<file path="config.mk">
export PLATFORM = sky130hd
export DESIGN_NAME = dma_engine
export DESIGN_NICKNAME = d
export VERILOG_FILES = /design/src/rtl/dma_engine.sv
export SDC_FILE = /design/constraint.sdc
export NUM_CORES = 1
export LEC_CHECK = 0
export BUFFER_PORTS_ARGS = -buffer_cell sky130_fd_sc_hd__buf_4
export CAP_MARGIN = 20
export CELL_PAD_IN_SITES_DETAIL_PLACEMENT = 0
export CELL_PAD_IN_SITES_GLOBAL_PLACEMENT = 2
export CORE_AREA = 2 2 160 162
export DETAILED_ROUTE_END_ITERATION = 7
export DIE_AREA = 0 0 162 164
export GPL_TIMING_DRIVEN = 0
export PLACE_DENSITY = 0.86
export SETUP_SLACK_MARGIN = 0.05
export SYNTH_ARGS = -nofsm -noshare
export SYNTH_HDL_FRONTEND = slang
export SYNTH_SLANG_ARGS = --single-unit
export TNS_END_PERCENT = 100
</file>
<file path="constraint.sdc">
create_clock -name clk -period 2.35 [get_ports clk]
set_input_delay 0.235 -clock clk [delete_from_list [all_inputs] [get_ports clk]]
set_output_delay 0.235 -clock clk [all_outputs]
set_load 0.03 [all_outputs]
</file>
<file path="src/rtl/dma_engine.sv">
// Single-channel word-copy DMA master: software-programmed SRC/DST/LEN,
// read-capture-write per word, bounded bursts per grant, done/error interrupt.
module dma_engine #(
  parameter int MAX_BURST = 8
) (
  input  logic        clk,
  input  logic        reset,
  input  logic        cfg_select,
  input  logic [3:0]  cfg_address,
  input  logic [31:0] cfg_write_data,
  input  logic [1:0]  cfg_mode,
  output logic [31:0] cfg_read_data,
  output logic        bus_req,
  input  logic        bus_gnt,
  input  logic        ds_cpu_halt,
  output logic [31:0] dma_address,
  output logic [31:0] dma_write_data,
  output logic [1:0]  dma_reqw,
  output logic        dma_reqs,
  output logic [1:0]  dma_mode,
  input  logic [31:0] dma_read_data,
  output logic        irq
);

  localparam int BW = $clog2(MAX_BURST + 1);

  typedef enum logic [2:0] {
    S_IDLE,
    S_REQ,
    S_RD,
    S_CAP,
    S_WR,
    S_DONE,
    S_REL
  } state_t;

  state_t        r_state;
  state_t        w_state_next;
  logic [31:0]   r_src;
  logic [31:0]   r_dst;
  logic [31:0]   r_buf;
  logic [15:0]   r_len;
  logic [BW-1:0] r_burst;
  logic          r_busy;
  logic          r_done;
  logic          r_err;
  logic          r_ie;
  logic          r_irq;

  logic          w_cfg_wr;
  logic [1:0]    w_offset;
  logic          w_start;
  logic          w_misalign;
  logic          w_own;
  logic          w_capture;
  logic          w_word_done;
  logic          w_last_of_burst;
  logic          w_unused;

  assign w_offset        = cfg_address[3:2];
  assign w_cfg_wr        = cfg_select && (cfg_mode == 2'b10);
  assign w_start         = w_cfg_wr && (w_offset == 2'd3) && cfg_write_data[0] && !r_busy;
  assign w_misalign      = (r_src[1:0] != 2'b00) || (r_dst[1:0] != 2'b00);
  assign w_own           = bus_gnt && !ds_cpu_halt;
  assign w_last_of_burst = (r_burst == BW'(MAX_BURST - 1));
  assign w_unused        = ^cfg_address[1:0];

  assign dma_reqw = 2'b10;
  assign dma_reqs = 1'b0;
  assign irq      = r_irq;

  always_comb begin
    cfg_read_data = 32'd0;
    case (w_offset)
      2'd0: cfg_read_data = r_src;
      2'd1: cfg_read_data = r_dst;
      2'd2: cfg_read_data = {16'd0, r_len};
      2'd3: cfg_read_data = {27'd0, r_err, r_ie, r_done, r_busy, 1'b0};
      default: cfg_read_data = 32'd0;
    endcase
  end

  always_ff @(posedge clk) begin
    if (reset) begin
      r_state <= S_IDLE;
    end else begin
      r_state <= w_state_next;
    end
  end

  // Any loss of ownership mid-word drops back to REQ with the bus idle that
  // cycle; the whole read-capture-write is replayed once ownership returns.
  always_comb begin
    w_state_next   = r_state;
    bus_req        = 1'b0;
    dma_mode       = 2'b00;
    dma_address    = 32'd0;
    dma_write_data = 32'd0;
    w_capture      = 1'b0;
    w_word_done    = 1'b0;
    case (r_state)
      S_IDLE: begin
        if (w_start && !w_misalign && (r_len != 16'd0)) begin
          w_state_next = S_REQ;
        end
      end
      S_REQ: begin
        bus_req = 1'b1;
        if (w_own) begin
          w_state_next = S_RD;
        end
      end
      S_RD: begin
        bus_req = 1'b1;
        if (w_own) begin
          dma_mode     = 2'b01;
          dma_address  = r_src;
          w_state_next = S_CAP;
        end else begin
          w_state_next = S_REQ;
        end
      end
      S_CAP: begin
        bus_req = 1'b1;
        if (w_own) begin
          w_capture    = 1'b1;
          w_state_next = S_WR;
        end else begin
          w_state_next = S_REQ;
        end
      end
      S_WR: begin
        bus_req = 1'b1;
        if (w_own) begin
          dma_mode       = 2'b10;
          dma_address    = r_dst;
          dma_write_data = r_buf;
          w_word_done    = 1'b1;
          if (r_len == 16'd1) begin
            w_state_next = S_DONE;
          end else if (w_last_of_burst) begin
            w_state_next = S_REL;
          end else begin
            w_state_next = S_RD;
          end
        end else begin
          w_state_next = S_REQ;
        end
      end
      S_DONE:  w_state_next = S_IDLE;
      S_REL:   w_state_next = S_REQ;
      default: w_state_next = S_IDLE;
    endcase
  end

  // Status-set assignments sit after the write-1-to-clear ones so a
  // same-cycle set always wins.
  always_ff @(posedge clk) begin
    if (reset) begin
      r_src   <= 32'd0;
      r_dst   <= 32'd0;
      r_len   <= 16'd0;
      r_buf   <= 32'd0;
      r_burst <= '0;
      r_busy  <= 1'b0;
      r_done  <= 1'b0;
      r_err   <= 1'b0;
      r_ie    <= 1'b0;
      r_irq   <= 1'b0;
    end else begin
      r_irq <= r_done & r_ie;

      if (w_cfg_wr && !r_busy) begin
        case (w_offset)
          2'd0:    r_src <= cfg_write_data;
          2'd1:    r_dst <= cfg_write_data;
          2'd2:    r_len <= cfg_write_data[15:0];
          default: ;
        endcase
      end

      if (w_cfg_wr && (w_offset == 2'd3)) begin
        r_ie <= cfg_write_data[3];
        if (cfg_write_data[2]) r_done <= 1'b0;
        if (cfg_write_data[4]) r_err  <= 1'b0;
      end

      if (w_start) begin
        if (w_misalign) begin
          r_err  <= 1'b1;
          r_done <= 1'b1;
        end else if (r_len == 16'd0) begin
          r_done <= 1'b1;
        end else begin
          r_busy  <= 1'b1;
          r_burst <= '0;
        end
      end

      if (w_capture) begin
        r_buf <= dma_read_data;
      end

      if (w_word_done) begin
        r_src   <= r_src + 32'd4;
        r_dst   <= r_dst + 32'd4;
        r_len   <= r_len - 16'd1;
        r_burst <= r_burst + 1'b1;
      end

      if (r_state == S_REL) begin
        r_burst <= '0;
      end

      if (r_state == S_DONE) begin
        r_done <= 1'b1;
        r_busy <= 1'b0;
      end
    end
  end

endmodule

</file>
[After elaboration in Yosys (flattened, before gate mapping)]
Cells that the tools add are included.
Storage, ports and cells
  logic and storage cells: 110
  register bits: 124
Operators by class
  reduce and logical (&&, ||, !) cells: 32
  add/subtract/negate cells: 4
  eq/ne operators: 16
  multiplexer cells: 44
  bitwise operators: 3
Operators with widths (number)
  32-bit two-way mux: 10
  32-bit one-hot mux with 4 select lines: 1
  32-bit by 3-bit adder with 32-bit output, second input constant: 2
  32-bit one-hot mux with 2 select lines: 1
  16-bit two-way mux: 3
  3-bit two-way mux: 6
  3-bit one-hot mux with 6 select lines: 1
  16-bit by 1-bit == test with 1-bit output, second input constant: 1
  16-bit logical NOT: 1
  4-bit two-way mux: 4
  16-bit nonzero test: 1
  16-bit by 1-bit subtractor with 16-bit output, second input constant: 1
  1-bit two-way mux: 15
  2-bit nonzero test: 7
  3-bit == test, second input constant: 3
  1-bit logical AND: 8
  2-bit AND reduction: 4
  2-bit == test, second input constant: 3
  3-bit by 2-bit == test with 1-bit output, second input constant: 2
  2-bit != test, second input constant: 3
  3-bit AND reduction: 2
  4-bit by 1-bit adder with 4-bit output, second input constant: 1
  4-bit by 3-bit == test with 1-bit output, second input constant: 1
  2-bit two-way mux: 2
  12 further kinds: 16

[Depth between registers and ports, before layout]
  depth in word-level cells: 9
  depth in mapped cells: 9

[Worst setup path after synthesis]
No wires, ideal clock.
  path type: register to output
  from: register r_state[0]
  to: output dma_address[16]
  path slack: -0.114 ns
  cell stages (with the launch flop): 9
  data required time: 2.115 ns
  arrival time: 2.229 ns
  cell sequence: dfxtp_1 buf_2 nor3b_1 nand2_1 inv_1 buf_2 clkbuf_1 clkbuf_1 a22o_1
Between the ends
  longest elaborated chain between the ends: 2
  elaborated cells between the ends (all ways): 3
Ends and longest elaborated chain
  from (decl): line 37  | state_t r_state;
  from (signal assigned): line 87  | r_state <= w_state_next;
  3-bit == test / 3-bit by 2-bit == test with 1-bit output (equally long branches): line 101  | case (r_state)
  32-bit one-hot mux with 2 select lines (*): line 101
  to (decl): line 16  | output logic [31:0] dma_address,
Every way passes the cells marked *; elsewhere a longest branch is shown, timed or not.

[Worst setup path in the final report]
  from: register r_state[0]
  to: output dma_address[31]
The elaborated chain is that of the path after synthesis.

==> out/summary.txt <==
critical path peak fanout -> 8
vias in the first global route -> 7813
global-route wire length before repair -> 48360 um
hold path startpoint -> dma_read_data[16]
dpl ws -> -0.9337 ns
total power -> 5.673 mW
EDFF count, synth -> 0
Top-Level Pins -> 178
GRT Total Usage -> 24.26%
most frequent cells in the layout -> buf_4 (182), nand2_1 (142), dfxtp_1 (113)
CP Launch Point -> r_state[0]
Hold Fails Final Rpt -> 0
Worst Max-Slew Pin Slew -> 0.9530 ns
initial DRC count -> 872
Slew Limit Fails -> 0
Post-DP HPWL -> 23890 um
leading register cell type out of synthesis -> dfxtp_1
Worst slew margin -> 36.47%
CTS max path bufs -> 2
synth unique cells -> 71
RSZ-0062 raised after global routing -> yes
Crit path required time -> 2.12 ns
footprint of the multi-input gates -> 0.004659 sq mm
Die Y -> 164 um
max cap viols -> 0
initial antenna violation count -> 0
crit path DAT -> 2.07 ns
Post-Synthesis Cells -> 964
Setup CP Type -> flop to primary output
hold buffers post-CTS -> 0
status -> finished, final reports clean
Die ar. -> 0.02657 sq mm
clk root buf -> clkbuf_16
commonest non-fill, non-tap cell in the layout -> buf_4
delay-heaviest family, CP -> buffers and inverters
Initial Utilization -> 29.56%
largest net degree at the start of global routing -> 17
CTS Buf Count -> 17
Tcrit/Tclk final -> 97.98%
Final ANT Viol Nets -> 0
reg-to-reg startpoint -> r_busy
via count -> 8632
Pwr Density -> 540.3 mW/mm^2
clk slew on worst S/H paths -> 0.06 ns
register bit total from synthesis -> 124
gp weighted congestion -> 0.8978
Worst path slowest cell -> dfxtp_2
DR vias/cell -> 5.660
depth of the CTS H-tree -> 4
share of layout cells above drive strength 1 -> 28.54%
min setup slack post-route -> 0.04755 ns
Post-Syn Area -> 0.007337 sq mm
FP Rows -> 58
IR drop worst, VDD -> 0.4159 mV
WL per Instance -> 22.11 um
HP Class -> input pin to flop
Layout area overhead -> 43.11%
Placed Cells -> 1466
Fin Setup TNS -> 0 ns
syn avg cell area -> 7.611 sq um
CP Cell Sequence -> buf_6 -> nor3b_4 -> nand2_2 -> inv_2 -> buf_12 -> clkbuf_16 -> clkbuf_16 -> a22o_1 -> buf_6
DRC -> 0
fin nets -> 1262
Core Region -> 0.02482 sq mm
clock sink count -> 124
Worst setup SP type -> flop
CTS tree -> built
Worst-Skew Late Latency -> 0.43 ns
CP endpoint kind -> primary output
fillcell total -> 2575
fin crit period -> 2.302 ns
FF/Latch Area -> 0.002496 sq mm
Layout Skew -> 0.008921 ns
Leak -> 4.086 nW
asr flop ratio synth -> 0%
Finished Layout Cells -> 1525
final number of setup-violating endpoints -> 0
Crit path largest cell delay -> 0.32 ns
Inserted Diodes -> 0
sequential element share of the synthesized area -> 33.83%
GRT overflow -> 0
yosys warns -> 0
fmax -> 434.3 MHz
PortBufs -> 170
WP buf/inv -> 6
DRT Pass-1 Iters -> 5
Die W -> 162 um
WL final -> 33720 um
[flip-flops by register name, summed over array words and instances, names as in the netlist]
signal,cells
r_buf,32
r_dst,32
r_src,32
r_len,16
r_burst,4
r_state,3
irq,1
r_busy,1
r_done,1
r_err,1
r_ie,1
[Yosys cell counts, types with 4 or more instances]
cell / count / area [sq um]
a22oi_1: 9 / 67.56
or4_1: 11 / 82.58
a2111oi_0: 4 / 35.03
o211ai_1: 14 / 105.1
or3_1: 16 / 100.1
clkbuf_1: 62 / 232.7
inv_1: 20 / 75.07
a22o_1: 25 / 219.0
ha_1: 5 / 62.56
o311ai_0: 10 / 87.58
a31oi_1: 30 / 187.7
a211oi_1: 9 / 67.56
nor3b_1: 5 / 37.54
nor2_1: 82 / 307.8
xnor2_1: 4 / 35.03
nor2b_1: 4 / 25.02
buf_2: 4 / 20.02
nor4_1: 19 / 118.9
a221oi_1: 9 / 78.83
dfxtp_1: 124 / 2482
a21oi_1: 84 / 420.4
a32oi_1: 7 / 61.31
nand2_1: 145 / 544.3
mux2i_1: 32 / 320.3
and4_1: 5 / 43.79
o21ai_0: 36 / 180.2
or2_2: 5 / 31.28
a311oi_1: 4 / 35.03
mux4_2: 4 / 90.09
nand4_1: 12 / 75.07
nand3_1: 38 / 190.2
buf_1: 10 / 37.54
nor3_1: 16 / 80.08
a2bb2oi_1: 5 / 43.79
and3_1: 39 / 244.0
a21o_1: 5 / 37.54
[per-layer routing]
layer	global-route usage, %	routed length (um)	vias to the layer above
met1	32.14	14410	4102
met5	0	0	-
met3	6.086	3120	68
met2	38.74	15050	440
met4	7.844	1139	0
li1	-	-	4022
[logic make-up after synthesis]
logic type      after synthesis  share of synthesized area (%)
simple gates                420                          28.79
compound gates              268                          24.27
flops                       124                          33.83
buf+inv                     102                          5.662
mux                          38                          5.900
fa+ha+maj                     5                         0.8527
xor+xnor                      5                         0.5968
other cells                   2                         0.1024
[where the power goes]
part           leakage (nW)  switching, mW  total (mW)  internal (mW)
combinational          2.75          0.270       0.439          0.170
sequential             1.01         0.0334        2.16           2.12
clock                 0.327           1.14        3.08           1.94
[worst register-to-register path: cells and delay by family (launching register included)]
| kind | cells | cell delay (ns) |
|---|---|---|
| compound gates | 2 | 0.31 |
| buf+inv | 1 | 0.37 |
| flops | 1 | 0.36 |
| simple gates | 3 | 1.06 |
[repair_timing]
action	4_1_cts	5_1_grt
cloned	2	2
buffers inserted	21	8
resized for setup	92	74
hold endpoints to repair	0	0
pin swaps	8	23
setup endpoints to repair	156	153
[final cells by class]
cell class / instances / area share [%]
multi-input combinational: 739 / 44.38
timing repair buffer: 204 / 16.10
inverter: 20 / 0.7507
tap: 330 / 3.932
sequential: 124 / 23.77
clock buffer: 18 / 4.183
buffer: 76 / 4.707
clock inverter: 14 / 2.181
[through the flow]
step	instance area [sq um]	util, %	hold WS [ns]
after floorplan	7342	-	0.3710
after global placement	9031	36.39	0.4374
after detailed placement	9050	36.46	0.4431
after CTS	10270	41.37	0.04619
after global routing	10500	42.31	0.04388
final	10500	42.31	0.05473
[final timing paths]
check | endpoint | slack (ns) | depth (start not counted)
setup / recovery | dma_address[31] | 0.05 | 9
hold / removal | r_buf[16] | 0.05 | 3
setup reg to reg | r_dst[24] | 0.10 | 6
hold reg to reg | irq | 0.44 | 2
No activity file was read; power rests on OpenSTA's default activity.
